### src/rtl/fpu_pkg.sv
// Shared FPU add/sub datapath definitions.
// Holds the single-precision default widths, the largest biased exponent,
// and the default-width view of the normalisation-stage output beat.
package fpu_pkg;

  localparam int MW_DEF  = 23;
  localparam int EW_DEF  = 8;
  localparam int OB_DEF  = 3;
  localparam int LSW_DEF = 5;

  // All-ones biased exponent: reserved for infinity/NaN.
  localparam int EXP_MAX = (1 << EW_DEF) - 1;

  typedef struct packed {
    logic [MW_DEF-1:0] mant;
    logic [EW_DEF-1:0] exp;
    logic              path_right;
    logic              ovf;
    logic              unf;
  } norm_beat_t;

  // All-ones exponent for an arbitrary exponent width.
  function automatic int exp_max_of(input int ew);
    return (1 << ew) - 1;
  endfunction

endpackage

### src/rtl/msb_index_enc.sv
// Priority encoder: index of the most significant set bit.
// Ports:
//   vec_i   [W-1:0]  input vector
//   idx_o   [IW-1:0] index of the highest set bit (0 when vec_i is zero)
//   valid_o          at least one bit of vec_i is set
module msb_index_enc #(
  parameter int W  = 3,
  parameter int IW = (W > 1) ? $clog2(W) : 1
) (
  input  logic [W-1:0]  vec_i,
  output logic [IW-1:0] idx_o,
  output logic          valid_o
);

  // Ascending scan: the last hit is the highest set bit.
  always_comb begin
    idx_o = '0;
    for (int i = 0; i < W; i++) begin
      if (vec_i[i]) idx_o = IW'(i);
    end
  end

  assign valid_o = |vec_i;

endmodule

### src/rtl/mantissa_norm_select_pipe.sv
// Post-adder normalisation select stage for the FPU add/sub datapath.
// Chooses the left- or right-shifted mantissa from the adder overflow bits,
// adjusts the exponent, flags exponent overflow (infinity) and underflow
// (flush to zero), and registers the result behind a valid/ready handshake.
//
// Optional feature macro: MNS_ROUND_BITS_EN adds per-path guard/round/sticky
// inputs (left_grs, right_grs) and a registered grs_out.
//
// Ports:
//   clk, rst_n          clock, async active-low reset
//   in_valid/in_ready   upstream handshake
//   left_path           left-normalised mantissa [MW]
//   right_path          right-normalised mantissa [MW]
//   ovf_bits            adder bits above the hidden bit [OB]
//   exp_in              pre-normalisation exponent [EW]
//   lshift_amt          left-shift count applied to left_path [LSW]
//   out_valid/out_ready downstream handshake
//   mant_out, exp_out   selected mantissa, adjusted exponent
//   path_right          1 = right path taken
//   ovf_flag, unf_flag  exponent overflow / underflow
module mantissa_norm_select_pipe
  import fpu_pkg::*;
#(
  parameter int MW  = MW_DEF,
  parameter int EW  = EW_DEF,
  parameter int OB  = OB_DEF,
  parameter int LSW = LSW_DEF
) (
  input  logic           clk,
  input  logic           rst_n,
  input  logic           in_valid,
  output logic           in_ready,
  input  logic [MW-1:0]  left_path,
  input  logic [MW-1:0]  right_path,
  input  logic [OB-1:0]  ovf_bits,
  input  logic [EW-1:0]  exp_in,
  input  logic [LSW-1:0] lshift_amt,
`ifdef MNS_ROUND_BITS_EN
  input  logic [2:0]     left_grs,
  input  logic [2:0]     right_grs,
  output logic [2:0]     grs_out,
`endif
  output logic           out_valid,
  input  logic           out_ready,
  output logic [MW-1:0]  mant_out,
  output logic [EW-1:0]  exp_out,
  output logic           path_right,
  output logic           ovf_flag,
  output logic           unf_flag
);

  localparam int IW = (OB > 1) ? $clog2(OB) : 1;
  // Two extra bits: one for headroom above EXP_MAX, one for sign below zero.
  localparam int XW = EW + 2;
  localparam logic signed [XW-1:0] EXP_MAX_X = XW'(exp_max_of(EW));

  // Parametrised twin of fpu_pkg::norm_beat_t.
  typedef struct packed {
    logic [MW-1:0] mant;
    logic [EW-1:0] exp;
    logic          path_right;
    logic          ovf;
    logic          unf;
`ifdef MNS_ROUND_BITS_EN
    logic [2:0]    grs;
`endif
  } beat_t;

  beat_t beat_d, beat_q;
  logic  valid_q;

  logic [IW-1:0]          msb_idx;
  logic                   any_ovf;
  logic                   choose_left;
  logic                   accept;
  logic signed [XW-1:0]   exp_x;
  logic signed [XW-1:0]   shift_x;
  logic signed [XW-1:0]   rinc_x;
  logic signed [XW-1:0]   e_x;
  logic                   is_ovf;
  logic                   is_unf;

  msb_index_enc #(.W(OB), .IW(IW)) u_msb_enc (
    .vec_i   (ovf_bits),
    .idx_o   (msb_idx),
    .valid_o (any_ovf)
  );

  assign choose_left = ~any_ovf;

  assign in_ready = ~valid_q | out_ready;
  assign accept   = in_valid & in_ready;

  // Operands are zero-extended so the signed result can go negative
  // instead of wrapping when the left shift exceeds the exponent.
  assign exp_x   = XW'(exp_in);
  assign shift_x = XW'(lshift_amt);
  assign rinc_x  = XW'(msb_idx) + XW'(1);
  assign e_x     = choose_left ? (exp_x - shift_x) : (exp_x + rinc_x);

  assign is_ovf = (e_x >= EXP_MAX_X);
  assign is_unf = e_x[XW-1] | (e_x == '0);

  always_comb begin
    beat_d            = '0;
    beat_d.path_right = ~choose_left;
    beat_d.mant       = choose_left ? left_path : right_path;
    beat_d.exp        = e_x[EW-1:0];
`ifdef MNS_ROUND_BITS_EN
    beat_d.grs        = choose_left ? left_grs : right_grs;
`endif
    if (is_ovf) begin
      beat_d.ovf  = 1'b1;
      beat_d.exp  = '1;
      beat_d.mant = '0;
`ifdef MNS_ROUND_BITS_EN
      beat_d.grs  = '0;
`endif
    end else if (is_unf) begin
      beat_d.unf  = 1'b1;
      beat_d.exp  = '0;
      beat_d.mant = '0;
`ifdef MNS_ROUND_BITS_EN
      beat_d.grs  = '0;
`endif
    end
  end

  always_ff @(posedge clk or negedge rst_n) begin
    if (!rst_n) begin
      valid_q <= 1'b0;
      beat_q  <= '0;
    end else if (accept) begin
      valid_q <= 1'b1;
      beat_q  <= beat_d;
    end else if (out_ready) begin
      // Drained with nothing new: data holds, only valid drops.
      valid_q <= 1'b0;
    end
  end

  assign out_valid  = valid_q;
  assign mant_out   = beat_q.mant;
  assign exp_out    = beat_q.exp;
  assign path_right = beat_q.path_right;
  assign ovf_flag   = beat_q.ovf;
  assign unf_flag   = beat_q.unf;
`ifdef MNS_ROUND_BITS_EN
  assign grs_out    = beat_q.grs;
`endif

endmodule

### config.mk
export PLATFORM = sky130hd
export DESIGN_NAME = mantissa_norm_select_pipe
export DESIGN_NICKNAME = d
export VERILOG_FILES = /design/src/rtl/fpu_pkg.sv /design/src/rtl/msb_index_enc.sv /design/src/rtl/mantissa_norm_select_pipe.sv
export SDC_FILE = /design/constraint.sdc
export NUM_CORES = 1
export LEC_CHECK = 0
export CORE_MARGIN = 2
export CORE_UTILIZATION = 46
export DETAILED_ROUTE_END_ITERATION = 8
export GPL_TIMING_DRIVEN = 0
export PLACE_DENSITY = 0.84
export RECOVER_POWER = 25
export SKIP_LAST_GASP = 1
export SYNTH_ARGS = -nofsm -noshare
export SYNTH_HDL_FRONTEND = slang
export SYNTH_SLANG_ARGS = --single-unit
### constraint.sdc
create_clock -name clk -period 2.4 [get_ports clk]
set_input_delay 0.48 -clock clk [delete_from_list [all_inputs] [get_ports clk]]
set_output_delay 0.48 -clock clk [all_outputs]
set_load 0.01 [all_outputs]
==> results of run 1 <==
[state kept, by name, summed over array words and instances, names as in the netlist]
signal,cells
unf_flag,1
mant_out,23
out_valid,1
exp_out,8
ovf_flag,1
path_right,1
[power breakdown]
group / internal [mW] / leakage, nW / switching (mW)
Clock: 0.309 / 0.0581 / 0.234
Combinational: 0.451 / 1.21 / 0.407
Sequential: 0.675 / 0.421 / 0.0510
Total: 1.44 / 1.69 / 0.691
[synthesized netlist by cell type, drive strengths merged]
library cell  instances  share of area
ha                    9          0.047
o2111ai               1          0.011
nor2b                 1         0.0026
a211oi                3          0.012
or3                   1         0.0026
and2                  4          0.011
o21bai                1         0.0032
or4                   4          0.013
and4                  1         0.0037
xor2                  4          0.015
nor3                  4         0.0084
a21oi                12          0.025
nand2b                3         0.0079
xnor2                 2         0.0074
a311o                 2         0.0084
clkbuf                5         0.0079
a31oi                 2          0.012
o21a                  3         0.0095
or2                   1         0.0026
a211o                 1         0.0037
inv                  14          0.022
o21ai                32          0.099
o2111a                1         0.0047
nor4                  4          0.013
o211ai                5          0.024
o31ai                 2         0.0063
o22ai                 2         0.0053
nand2                38          0.060
fa                    2          0.017
nand3                 6          0.013
nand3b                2         0.0063
buf                   6          0.019
o211a                 1         0.0042
nor2                 15          0.024
mux2i                24           0.10
dfrtp                35           0.37
[path summary, 6_finish.rpt]
| check | cells after the start | endpoint |
|---|---|---|
| setup / recovery | 15 | mant_out[2] |
| hold / removal | 2 | mant_out[8] |
| setup reg to reg | 7 | mant_out[2] |
| hold reg to reg | 2 | mant_out[8] |
| max in group asynchronous | 1 | out_valid |
| min in group asynchronous | 1 | mant_out[22] |
[repair_timing]
action / in CTS / in global routing
endpoints found under the setup margin: 34 / 30
pin swaps: 29 / 16
setup buffers: 24 / 7
resized for setup: 94 / 27
cloned: 1 / 1
[logic make-up (layout without fill, tap and decap cells)]
| logic type | after synthesis | after routing |
|---|---|---|
| and+or+nand+nor | 84 | 84 |
| DFF | 35 | 35 |
| muxes | 24 | 24 |
| xor gates and xnor gates | 6 | 6 |
| AOI/OAI and AO/OA | 68 | 68 |
| adders and majority gates | 11 | 11 |
| other | 0 | 1 |
| buffers and inverters | 25 | 162 |
[critical path: cells and delay by family]
family / cells / cell delay [ps]
compound gates: 4 / 670
fa+ha+maj: 2 / 490
buf+inv: 7 / 920
simple gates: 1 / 250
xor+xnor: 1 / 90
[through the flow]
stage / util / setup slack [ps] / instances / cell area, um2
2_1_floorplan: - / -223.5 / 253 / 2421
3_3_place_gp: 0.6960 / -1198 / 423 / 3510
3_5_place_dp: 0.6950 / -1251 / 423 / 3505
4_1_cts: 0.8022 / -240.4 / 456 / 4045
5_1_grt: 0.8293 / -301.8 / 461 / 4182
6_report: 0.8293 / -288.2 / 461 / 4182
[final cells by class]
type,count,area (um2),area share
antenna,1,2.502,0.0005984
buffer,11,75.07,0.01795
clock buffer,5,68.82,0.01646
clock inverter,3,43.79,0.01047
inverter,14,65.06,0.01556
multi-input combinational,193,1685,0.4031
sequential,35,875.8,0.2095
tap,70,87.58,0.02095
timing repair buffer,129,1277,0.3055
[layer usage]
layer  vias to the layer above  global-route usage  share of wire  wire length (um)
met3                        39             0.05688          0.073               657
met1                      1303              0.3611           0.36              3233
met2                       177              0.5029           0.52              4678
li1                       1163                   -              -                 -
met5                         -                   0              0                 0
met4                         0              0.1365          0.053               480
==> impl_metrics.yaml, run 1 <==
sta:
  clock.fmax_mhz: 372.0
  fin_skew_ps: 6.086
  period_share: 1.120
  grt_setup_unrepaired: "true"
  finalMaxSlewViolations: 36
  setup_viol: 30
  worstMarginPinSlew_ps: 1906
  finalHoldViolCount: 0
  period_needed_ps: 2688
  max-slew-margin-rel: -0.2706
  setup-tns-final_ps: -6651
  holdWs_ps: 479.3
  worst_slack_ps: -288.2
routing:
  vias: 2682
  ant_nets: 0
  wl_per_cell_um: 19.63
  drtIter0Drc: 284
  via_per_inst: 5.818
  dr.pass1.iters: 5
  drc: 0
  wirelength_um: 9049
finish:
  final_common_cell: "clkdlybuf4s50_1"
  layout.nets: 466
  drive_above_1_share: 0.3205
  final.fill_count: 280
  syn_to_final_growth_pct: 75.99
  final_cell_mix: "clkdlybuf4s50_1 (86), nand2_1 (37), dfrtp_1 (35)"
floorplanning:
  core_area_um2: 5042
  rows: 26
  start_util: 0.4712
  ios: 102
  die_height_um: 75.87
  fp.dieW_um: 75.87
  dieArea_um2: 5756
min_path:
  hold_class: "reg2reg"
  hold_path_startpoint: "mant_out[8]"
placed_design:
  hpwlAfterDp_um: 5140
  gp_congestion: 0.9098
  port_buffers: 100
global_route:
  grt_pass1_wl_um: 12740
  antenna_found_initial: 1
  grt_max_degree: 36
  grt_pass1_vias: 2568
  grt_overflow: 0
  grt_usage: 0.2959
clocking:
  cts_buffer_depth: 2
  clkSinkCount: 35
  htreeDepth: 2
  cts.root.buffer_cell: "clkbuf_8"
  path_clk_slew_ps: 80
  cts_made_buffers: 5
  clk_latency_ps: 290
  hold_buffers: 0
  cts_tree: "done"
yosys:
  post_synth_and_or_nand_nor_area_fraction: 0.1669
  synth_area_um2: 2376
  postSynthCellCount: 253
  synthMuxAreaShare: 0.1011
  yosysWarnings: 0
  syn_avg_cell_area_um2: 9.391
  synth_top_family_by_area: "compound AO/OA/AOI/OAI gates"
  synth_compound_area_frac: 0.2275
  ys_seq_elements: 35
  synthXorXnorAreaFrac: 0.02212
  yosysUniqueCellTypes: 45
  syn_nets: 330
  synthAdderAreaFrac: 0.06424
  yosysSeqAreaShare: 0.3686
worst_setup_path:
  critPathArrivalTime_ps: 2920
  critPathLaunchType: "input port"
  worstPathMaxFanout: 5
  critPathLaunch: "exp_in[0]"
  cpPeakStageDelay_ps: 340
  cp-end-kind: "flip-flop"
  crit_top_cell: "buf_4"
  r2r_setup_slack_ps: 530
  cp_cell_sequence: "buf_8 -> inv_6 -> buf_12 -> ha_4 -> fa_2 -> nand3b_1 -> buf_6 -> o31ai_4 -> buf_4 -> xnor2_1 -> a31oi_4 -> o211ai_4 -> buf_4 -> clkbuf_16 -> o21ai_2"
  path_class: "in2reg"
  worstPathRequired_ps: 2630
  reg2reg_from: "out_valid"
  cp_slowest_cell: "fa_2"
status:
  violations: "max-capacitance violations, max-slew violations, negative setup slack"
  outcome: "finished, violations left"
pwr:
  p_leak_nw: 1.694
  vdd_drop_max_v: 0.0004830
  p_per_area_nw_per_um2: 508.7
  total_power_mw: 2.127
flow_run:
  cap_violations: 1
(Power assumes the default switching activity.)
==> run 2, diff against run 1 <==
ABC_CLOCK_PERIOD_IN_PS = 2400   (was not set)
GPL_TIMING_DRIVEN = not set   (was 0)
==> impl_metrics.yaml, run 2 (synthesized netlist as in run 1, its figures left out) <==
status:
  outcome: "finished, violations left"
  violations: "negative setup slack"
placed_design:
  placed_cells: 456
  placed_cell_area_um2: 3807
  port_buffers: 101
  gp_congestion: 0.9011
  place_ws_ps: -995.7
  hpwlAfterDp_um: 5685
pwr:
  p_per_area_nw_per_um2: 483.3
  vdd_drop_max_v: 0.0003161
  p_leak_nw: 1.772
routing:
  wl_per_cell_um: 18.91
  drtIter0Drc: 197
  via_per_inst: 5.658
  drc: 0
  wirelength_um: 9057
  dr.pass1.iters: 5
  ant_nets: 0
  vias: 2710
sta:
  setup_viol: 30
  clock.fmax_mhz: 374.4
  period_needed_ps: 2671
  finalMaxSlewViolations: 0
  fin_skew_ps: 4.880
  setup-tns-final_ps: -5891
  grt_setup_unrepaired: "true"
  worst_slack_ps: -271.2
  worstMarginPinSlew_ps: 869.1
  max-slew-margin-rel: 0.4206
  finalHoldViolCount: 0
  period_share: 1.113
finish:
  layout.nets: 486
  final_cell_mix: "clkdlybuf4s50_1 (87), buf_4 (49), nand2_1 (37)"
  syn_to_final_growth_pct: 76.67
  largest_reg_flops: 23
  fin_cells: 479
  final_common_cell: "clkdlybuf4s50_1"
  fin_area_um2: 4198
  drive_above_1_share: 0.3399
  antenna_cells: 0
global_route:
  grt_overflow: 0
  grt_max_degree: 36
  grt_pass1_wl_um: 13540
  grt_pass1_vias: 2743
  antenna_found_initial: 0
  grt_usage: 0.3196
clocking:
  htreeDepth: 2
  clkSinkCount: 35
  path_clk_slew_ps: 60
  cts_buffer_depth: 2
  clk_latency_ps: 290
  cts_tree: "done"
  cts.root.buffer_cell: "clkbuf_8"
  hold_buffers: 0
  cts_made_buffers: 5
worst_setup_path:
  cp_cell_sequence: "buf_6 -> inv_4 -> ha_4 -> inv_2 -> fa_2 -> buf_6 -> xor2_4 -> nor4_2 -> o21bai_1 -> a211oi_2 -> a31oi_4 -> o211ai_4 -> buf_12 -> buf_12 -> o21ai_2"
  cp_slowest_cell: "fa_2"
  cpPeakStageDelay_ps: 380
  critPathLaunchType: "input port"
  critPathArrivalTime_ps: 2840
  path_class: "in2reg"
  worstPathRequired_ps: 2570
  worstPathMaxFanout: 5
  cp-end-kind: "flip-flop"
floorplanning:
  die_height_um: 75.87
  start_util: 0.4712
  ios: 102
  fp.dieW_um: 75.87
  core_area_um2: 5042
  rows: 26
  dieArea_um2: 5756
flow_run:
  cap_violations: 0
min_path:
  hold_class: "reg2reg"
-- run 2: cell type report --
cell class / instances / area (um2)
clock inverter: 1 / 5.005
tap: 70 / 87.58
timing repair buffer: 160 / 1483
inverter: 14 / 62.56
fill: 256 / 844.6
sequential: 35 / 875.8
clock buffer: 6 / 82.58
multi-input combinational: 193 / 1602
-- run 2: worst paths after layout --
path                              start            to  slack (ps)  cells after the start
min                        mant_out[12]  mant_out[12]         480                      2
max                           exp_in[0]  mant_out[11]        -270                     15
max in group asynchronous         rst_n  mant_out[17]        1030                      2
min in group asynchronous         rst_n  mant_out[16]         830                      2
max reg2reg                   out_valid  mant_out[22]         700                      7
min reg2reg                mant_out[12]  mant_out[12]         480                      2
-- run 2: per-stage QoR --
step | power [mW] | hold slack [ps] | util
3_5_place_dp | 1.493 | 466.1 | 0.7551
5_1_grt | 2.122 | 502.6 | 0.8325
4_1_cts | 1.992 | 481.3 | 0.8251
3_3_place_gp | 1.469 | 461.3 | 0.7551
6_report | 2.029 | 479.8 | 0.8325
2_1_floorplan | 1.048 | 184.4 | -
-- run 2: where the power goes --
part           internal (mW)  leakage [nW]  switching, mW
registers              0.676         0.421         0.0558
logic                  0.468          1.30          0.399
clock network          0.225        0.0470          0.205
-- run 2: metal layers --
metal,vias up,GRT usage,part of all wire
li1,1207,-,-
met1,1319,0.3793,0.37
met2,149,0.5431,0.52
met3,35,0.09259,0.075
met4,0,0.1267,0.035
met5,-,0,0
-- run 2: critical path, delay by kind of cell --
kind | cells | cell delay [ps]
fa+ha+maj | 2 | 500
compound gates | 5 | 850
buf+inv | 6 | 600
simple gates | 1 | 260
xor+xnor | 1 | 150
-- run 2: timing repair --
item / CTS / global route
resized for setup: 80 / 17
pin swaps: 24 / 14
cloned: 2 / 0
setup buffers: 13 / 3
setup endpoints to repair: 33 / 30
==> run 3, diff against run 2 <==
ABC_CLOCK_PERIOD_IN_PS = 3060   (was 2400)
CORE_ASPECT_RATIO = 1.4   (was not set)
CORE_UTILIZATION = 43   (was 46)
PLACE_DENSITY = 0.79   (was 0.84)
TNS_END_PERCENT = 30   (was not set)
clock period = 3.06 ns   (was 2.4 ns; I/O delays follow)
==> impl_metrics.yaml, run 3 (synthesized netlist as in run 1, its figures left out) <==
placed_design:
  place_ws_ps: -524.9
  gp_congestion: 0.8969
  port_buffers: 101
  hpwlAfterDp_um: 5685
floorplanning:
  dieArea_um2: 6145
  die_height_um: 91.96
  start_util: 0.4396
  core_area_um2: 5405
  fp.dieW_um: 66.83
  ios: 102
  rows: 32
worst_setup_path:
  worstPathRequired_ps: 3270
  crit_top_cell: "buf_4"
  cp_slowest_cell: "clkdlybuf4s50_1"
  path_class: "in2reg"
  cp_top_family: "compound AO/OA/AOI/OAI gates"
  cp-end-kind: "flip-flop"
  critPathArrivalTime_ps: 3180
  path_buf_inv: 5
  cpPeakStageDelay_ps: 550
  cp_cell_sequence: "clkdlybuf4s50_1 -> ha_4 -> nand3_1 -> a21oi_2 -> buf_4 -> buf_4 -> o2111a_1 -> a311o_1 -> a31oi_4 -> o211ai_4 -> buf_6 -> buf_16 -> o21ai_2"
  worstPathMaxFanout: 6
  critPathLaunchType: "input port"
finish:
  multi_input_area_um2: 1564
  largest_reg_flops: 23
  antenna_cells: 0
  final_cell_mix: "clkdlybuf4s50_1 (90), buf_4 (45), nand2_1 (38)"
  final.fill_count: 375
  utilization: 0.7690
  final_common_cell: "clkdlybuf4s50_1"
  drive_above_1_share: 0.2815
  layout.nets: 482
  seq_area_um2: 875.8
  syn_to_final_growth_pct: 74.93
status:
  outcome: "finished, violations left"
  violations: "max-capacitance violations, max-slew violations"
sta:
  clock.fmax_mhz: 337.0
  finalMaxSlewViolations: 36
  setup_viol: 0
  period_share: 0.9697
  worstMarginPinSlew_ps: 1853
  fin_skew_ps: 6.389
  setup-tns-final_ps: 0
  finalHoldViolCount: 0
  grt_setup_unrepaired: "true"
  period_needed_ps: 2967
  max-slew-margin-rel: -0.2354
  worst_slack_ps: 92.65
min_path:
  hold_class: "reg2reg"
clocking:
  cts_buffer_depth: 2
  cts_made_buffers: 5
  clkSinkCount: 35
  path_clk_slew_ps: 70
  clk_latency_ps: 290
  cts.root.buffer_cell: "clkbuf_8"
  htreeDepth: 2
  cts_tree: "done"
routing:
  dr.pass1.iters: 6
  via_per_inst: 5.404
  wirelength_um: 8105
  ant_nets: 0
  wl_per_cell_um: 17.14
  vias: 2556
  drtIter0Drc: 97
  drc: 0
global_route:
  grt_max_degree: 36
  grt_overflow: 0
  grt_pass1_vias: 2629
  grt_usage: 0.2780
  antenna_found_initial: 0
  grt_pass1_wl_um: 12830
pwr:
  p_per_area_nw_per_um2: 377.9
  p_leak_nw: 1.749
  vdd_drop_max_v: 0.0001937
flow_run:
  cap_violations: 1
==> run 3: cell count changes in the layout (fill, tap and decap cells not counted), sizes merged <==
cell and change:
buf -13, clkdlybuf4s50 +3, dlygate4sd2 +7, clkdlybuf4s15 -1
==> run 3: final timing paths <==
check / from / endpoint / slack [ps] / cells past startpoint
worst min register to register: mant_out[19] / mant_out[19] / 480 / 2
worst max register to register: out_valid / mant_out[15] / 1480 / 7
worst max-delay path: exp_in[2] / mant_out[15] / 90 / 13
worst min-delay path: mant_out[19] / mant_out[19] / 480 / 2
min in group asynchronous: rst_n / mant_out[13] / 1360 / 2
max in group asynchronous: rst_n / mant_out[18] / 620 / 2
==> run 3: area by class of cell <==
class / count / share of cell area
multi-input combinational: 193 / 0.3763
timing repair buffer: 156 / 0.3588
sequential: 35 / 0.2107
tap: 68 / 0.02047
clock buffer: 6 / 0.01987
inverter: 14 / 0.01264
clock inverter: 1 / 0.001204
==> run 3: where the power goes <==
| group | leakage [nW] | internal (mW) | switching [mW] |
|---|---|---|---|
| clock | 0.0470 | 0.176 | 0.161 |
| combinational | 1.28 | 0.368 | 0.295 |
| sequential | 0.421 | 0.530 | 0.0401 |
| total | 1.75 | 1.07 | 0.496 |
==> run 3: layer usage <==
metal  vias to the layer above  wire length (um)  global-route usage  share of wire
li1                       1210                 -                   -              -
met1                      1216              2715              0.2778           0.33
met2                       104              4366              0.5217           0.54
met3                        26               690             0.06135          0.085
met4                         0               333              0.1310          0.041
met5                         -                 0                   0              0
==> run 3: stage by stage <==
| step | power [mW] | hold WS [ps] | cells | area [um2] |
|---|---|---|---|---|
| 2_1_floorplan | 0.8166 | 316.4 | 253 | 2376 |
| 6_report | 1.571 | 480.0 | 473 | 4156 |
| 4_1_cts | 1.546 | 479.4 | 472 | 4090 |
| 3_3_place_gp | 1.152 | 459.7 | 456 | 3775 |
| 3_5_place_dp | 1.169 | 463.8 | 456 | 3775 |
| 5_1_grt | 1.654 | 494.2 | 473 | 4156 |
==> run 3: worst reg2reg max path, delay by kind of cell, from the launching register on <==
family          cells  cell delay (ps)
simple gates        3              510
flops               1              400
compound gates      2              310
buf+inv             2              280
==> run 3: repair_timing <==
item	in CTS	in global routing
hold buffers	0	0
pin swaps	19	14
resized for setup	43	12
setup endpoints to repair	28	29
buffers inserted	7	1
gates cloned	2	0
==> RTL change 1 (config.mk and constraints of run 2) <==
`OB_DEF`: 3 -> 6.
--- a/src/rtl/fpu_pkg.sv
+++ b/src/rtl/fpu_pkg.sv
@@ -5,7 +5,7 @@
 
   localparam int MW_DEF  = 23;
   localparam int EW_DEF  = 8;
-  localparam int OB_DEF  = 3;
+  localparam int OB_DEF  = 6;
   localparam int LSW_DEF = 5;
 
   // All-ones biased exponent: reserved for infinity/NaN.
Ports: changed (resized ovf_bits); port bits go from 102 to 105. The function was not compared with the original's and may differ.
==> RTL change 1 against run 2 <==
Sequential cell count unchanged; critical path type unchanged; worst setup slack got worse by 0.43 ns; routed wire length increased by 18%; synthesized area increased by 3.0%; die area increased by 2.8%; global-route usage decreased by 0.36 points; the run still ends with negative setup slack left; combinational power increased by 5.1%; power increased by 3.3%; clock skew increased by 0.0074 ns; count of clock-buffer cells in the layout unchanged; design area increased by 5.9%; non-clock buffer count increased by 1; register-to-register slack improved by 0.03 ns; sequential share of layout area decreased by 1.2 points.
==> RTL change 1: results (changes against run 2) <==
----------------------------------------------------
[Routing]
  M1 WL ... 3.90 mm (+15%)
  Post-DR vias/cell ... 6.09 (+7.6%)
  Detailed Route WL ... 10.7 mm (+18%)
  Amount of wire on met3 after detailed routing ... 956 um (+41%)
  Detail Route met2 WL ... 5.21 mm (+12%)
  Initial drt markers ... 207 (+5.1%)

[Timing]
  Setup-violating endpoint count in the final report ... 31 (+3.3%)
  Hold_ws ... 0.501 ns (+0.0215 ns)
  Post-route worst setup slack ... -0.701 ns (-0.430 ns)
  Setup skew after layout ... 0.0123 ns (+0.00745 ns)
  Transition at the pin with the smallest max-transition slack ... 0.905 ns (+0.0362 ns)

[Pwr]
  Cell leakage power ... 1.86 nW (+5.1%)
  PD cells ... 471 mW/mm2 (-2.5%)

[Final layout]
  Layout cells sized above 1 ... 35.8% (+1.8 points)
  Filler cells ... 233 (-9.0%)

[Clock network]
  Post-CTS Setup Inserts ... 4 (-9)
  Gates resized, CTS repair ... 64 (-20%)

[Worst setup path]
  Cell family with the largest share of critical-path delay ... simple AND/OR/NAND/NOR gates
  Largest fanout on the critical path ... 7 (+2)
  Cell depth of the worst flop-to-flop path ... 6 (-1)
  Critical path destination ... mant_out[21]
  Flop-to-flop setup slack ... 0.73 ns (+0.03 ns)
  Startpoint of the most critical setup path ... ovf_bits[4]
  Endpoint of the worst register-to-register path ... mant_out[6]

[Synth]
  Count of distinct cell types in the synthesized netlist ... 50 (+11%)
  Compound-gate portion of the synthesized area ... 24.1% (+1.3 points)
  Area contributors post-synth ... sky130_fd_sc_hd__dfrtp_1 (36%), sky130_fd_sc_hd__mux2i_1 (9.4%), sky130_fd_sc_hd__o31ai_2 (7.7%), sky130_fd_sc_hd__nand2_1 (5.1%), sky130_fd_sc_hd__ha_1 (4.6%)
  Number of standard cells after synthesis ... 247 (-2.4%)
  Top cells by count, synth ... sky130_fd_sc_hd__dfrtp_1 (35), sky130_fd_sc_hd__nand2_1 (33), sky130_fd_sc_hd__mux2i_1 (23)
  Share of the synthesized netlist area taken by xor and xnor gates ... 1.79% (-0.42 points)
  Share of cell area taken by muxes after synthesis ... 9.41% (-0.70 points)

[Run status]
  Failing checks ... negative setup slack
  Run status ... finished with violations

[Placed design]
  Post-placement cell count ... 448 (-1.8%)
  Routability-driven placement congestion ratio ... 0.847 (-6.0%)

[GRT]
  Global-route wire length before repair ... 14.8 mm (+9.0%)
  Met3 track utilization from global routing ... 7.88% (-1.4 points)
  Met1 Use GR ... 35.8% (-2.1 points)
  Total GRT Usage ... 31.6% (-0.36 points)

[Min path]
  WHS Endpoint ... mant_out[17]

----------------------------------------------------
## RTL change 1: changes by cell type after synthesis, moves of 4 or more
cell                             run 2  this run
sky130_fd_sc_hd__o21ai_2            20         0
sky130_fd_sc_hd__o31ai_2             0        15
sky130_fd_sc_hd__a21oi_1            12         3
sky130_fd_sc_hd__o31ai_1             2        10
sky130_fd_sc_hd__o21ai_0            11         5
sky130_fd_sc_hd__nand2_1            38        33
sky130_fd_sc_hd__nand3_1             6         1
sky130_fd_sc_hd__and3_1              0         4
sky130_fd_sc_hd__inv_1              14        10
sky130_fd_sc_hd__nor2_1             15        11
sky130_fd_sc_hd__or4_1               4         0
## RTL change 1: area by class of cell
type	count	area share, %
repair buffers	161	34.9
well taps	70	1.97
inverters	10	0.844
multi-input cells	187	40.6
clock inverters	1	0.113
flip-flops and latches	35	19.7
clock buffers	6	1.86
## RTL change 1: report_power, final
part	leakage, nW	internal (mW)	switching (mW)
logic	1.39	0.492	0.419
registers	0.422	0.674	0.0601
clock network	0.0470	0.225	0.225
==> RTL change 2 (settings of run 2) <==
Made on the original files. Register the outputs `ovf_flag` and `unf_flag`, with the module's reset; this adds one clock of latency there. The other outputs are not delayed to match.
--- a/src/rtl/mantissa_norm_select_pipe.sv
+++ b/src/rtl/mantissa_norm_select_pipe.sv
@@ -143,8 +143,15 @@
   assign mant_out   = beat_q.mant;
   assign exp_out    = beat_q.exp;
   assign path_right = beat_q.path_right;
-  assign ovf_flag   = beat_q.ovf;
-  assign unf_flag   = beat_q.unf;
+  always_ff @(posedge clk or negedge rst_n) begin
+    if (!rst_n) begin
+      ovf_flag <= '0;
+      unf_flag <= '0;
+    end else begin
+      ovf_flag <= beat_q.ovf;
+      unf_flag <= beat_q.unf;
+    end
+  end
 `ifdef MNS_ROUND_BITS_EN
   assign grs_out    = beat_q.grs;
 `endif
Formal check against the unedited RTL: not equivalent (a bounded check fails within 4 cycles, from zero or initial values and one cycle with rst_n low).
==> RTL change 2 against run 2 <==
The run ends with max-capacitance violations, max-slew violations, negative setup slack left; synthesized cell count grew 10%; routed wire length grew 48%; power grew 20%; worst setup slack lost 0.31 ns; largest power group unchanged; synthesized area grew 13%; design area grew 14%; sequential cell count grew 2; register-to-register slack lost 0.18 ns.
==> RTL change 2: results (changes against run 2) <==
----------------------------------------------------
[Pwr]
  Cell leakage power ... 1.99 nW (+12%)
  Net Sw Power ... 0.836 mW (+27%)

[Synth]
  Number of standard cells after synthesis ... 279 (+10%)
  Area contributors post-synth ... sky130_fd_sc_hd__dfrtp_1 (35%), sky130_fd_sc_hd__mux2i_1 (9.0%), sky130_fd_sc_hd__buf_4 (9.0%), sky130_fd_sc_hd__o31ai_2 (4.7%), sky130_fd_sc_hd__nand2_1 (4.6%)
  Top cells by count, synth ... sky130_fd_sc_hd__dfrtp_1 (37), sky130_fd_sc_hd__nand2_1 (33), sky130_fd_sc_hd__buf_4 (32)

[Job]
  Max-cap violations ... 1 (+1)

[Timing]
  Post-route worst setup slack ... -0.585 ns (-0.314 ns)
  Setup skew after layout ... 0.0116 ns (+0.00668 ns)
  Transition at the pin with the smallest max-transition slack ... 2.12 ns (+1.25 ns)
  Setup-violating endpoint count in the final report ... 33 (+10%)
  Final count of pins violating max slew ... 38 (+38)

[Run status]
  Failing checks ... max-capacitance violations, max-slew violations, negative setup slack
  Run status ... finished with violations

[Placed design]
  Pre-CTS setup slack ... -1.04 ns (-0.0398 ns)
  Routability-driven placement congestion ratio ... 0.884 (-1.9%)
  Post-placement cell count ... 460 (+0.88%)
  Placed cell areas ... 0.00396 mm2 (+3.9%)
  Total half-perimeter wirelength after legalization and detailed placement ... 6.21 mm (+9.3%)

[Routing]
  Iteration count of the initial detailed-routing pass ... 8 (+3)
  Routed wire length per instance ... 27.3 um (+44%)
  Initial drt markers ... 345 (+75%)
  Post-DR vias/cell ... 6.49 (+15%)
  Detailed Route WL ... 13.4 mm (+48%)

[Final layout]
  Filler cells ... 242 (-5.5%)
  Layout cells sized above 1 ... 36.3% (+2.3 points)
  Number of nets in the finished design ... 495 (+1.9%)
  Layout Cell Area excl Fill ... 0.00478 mm2 (+14%)

[GRT]
  Pin count of the biggest net entering global routing ... 38 (+5.6%)
  Total GRT Usage ... 34.4% (+2.4 points)
  Vias in the first global route ... 3086 (+13%)

[Clock network]
  Clock latency of the later-clocked register in the worst-skew pair ... 0.31 ns (+0.02 ns)
  Clk slew on worst S/H paths ... 0.08 ns (+0.02 ns)

[Worst setup path]
  Largest fanout on the critical path ... 4 (-1)

----------------------------------------------------
## RTL change 2: cell types whose count changed after synthesis, moves of 4 or more
cell | run 2 | this run
sky130_fd_sc_hd__o31ai_2 | 0 | 10
sky130_fd_sc_hd__o21ai_2 | 20 | 0
sky130_fd_sc_hd__buf_4 | 0 | 32
sky130_fd_sc_hd__nand2_1 | 38 | 33
sky130_fd_sc_hd__inv_1 | 14 | 10
sky130_fd_sc_hd__o31ai_1 | 2 | 14
sky130_fd_sc_hd__o22a_1 | 0 | 5
sky130_fd_sc_hd__or4_1 | 4 | 0
sky130_fd_sc_hd__o21ai_0 | 11 | 5
sky130_fd_sc_hd__a21oi_1 | 12 | 6
## RTL change 2: final timing paths
path	start	to	slack, ns	depth (start not counted)
setup / recovery	ovf_bits[2]	exp_out[2]	-0.58	14
hold / removal	beat_q[1]	ovf_flag	0.41	0
setup reg to reg	out_valid	mant_out[22]	0.52	7
hold reg to reg	beat_q[1]	ovf_flag	0.41	0
max in group asynchronous	rst_n	mant_out[21]	0.41	1
min in group asynchronous	rst_n	mant_out[22]	0.77	1
## RTL change 2: logic make-up (layout without fill, tap and decap cells)
kind of cell / Yosys count / count (layout) / synth area share, %
buffers and inverters: 54 / 194 / 13.3
DFF: 37 / 37 / 34.5
xor gates and xnor gates: 3 / 3 / 0.980
and+or+nand+nor: 86 / 86 / 16.3
muxes: 24 / 24 / 8.96
AOI/OAI and AO/OA: 64 / 64 / 20.2
adders and majority gates: 11 / 11 / 5.69
## RTL change 2: power groups by stage
| stage | Combinational, mW | Sequential (mW) | Clock, mW |
|---|---|---|---|
| 2_1_floorplan | 0.430 | 0.760 | 0 |
| 3_3_place_gp | 0.743 | 0.764 | 0 |
| 3_5_place_dp | 0.771 | 0.772 | 0 |
| 4_1_cts | 0.906 | 0.760 | 0.573 |
| 6_report | 1.05 | 0.778 | 0.608 |
| 5_1_grt | 1.09 | 0.784 | 0.632 |
## RTL change 2: routing by layer
layer,track usage [%],part of all wire [%],wire (um),up-vias
met3,6.74,10,1350,111
met2,63.3,48,6370,288
met5,0,0,0,-
met1,35.8,33,4420,1534
met4,20.3,9.5,1280,0
li1,-,-,-,1256
## RTL change 2: what timing repair did
item | in CTS | in global routing
setup endpoints to repair | 33 | 33
hold buffers | 0 | 0
pin swaps | 32 | 24
gates resized for setup | 89 | 22
gates cloned | 6 | 0
buffers inserted | 14 | 4
## RTL change 2: area by class of cell
cell class	count	area share, %
Sequential cell	37	19.4
Inverter	10	1.13
Timing Repair Buffer	176	36.4
Tap cell	72	1.89
Multi-Input combinational cell	188	38.7
Clock inverter	2	0.786
Clock buffer	6	1.73
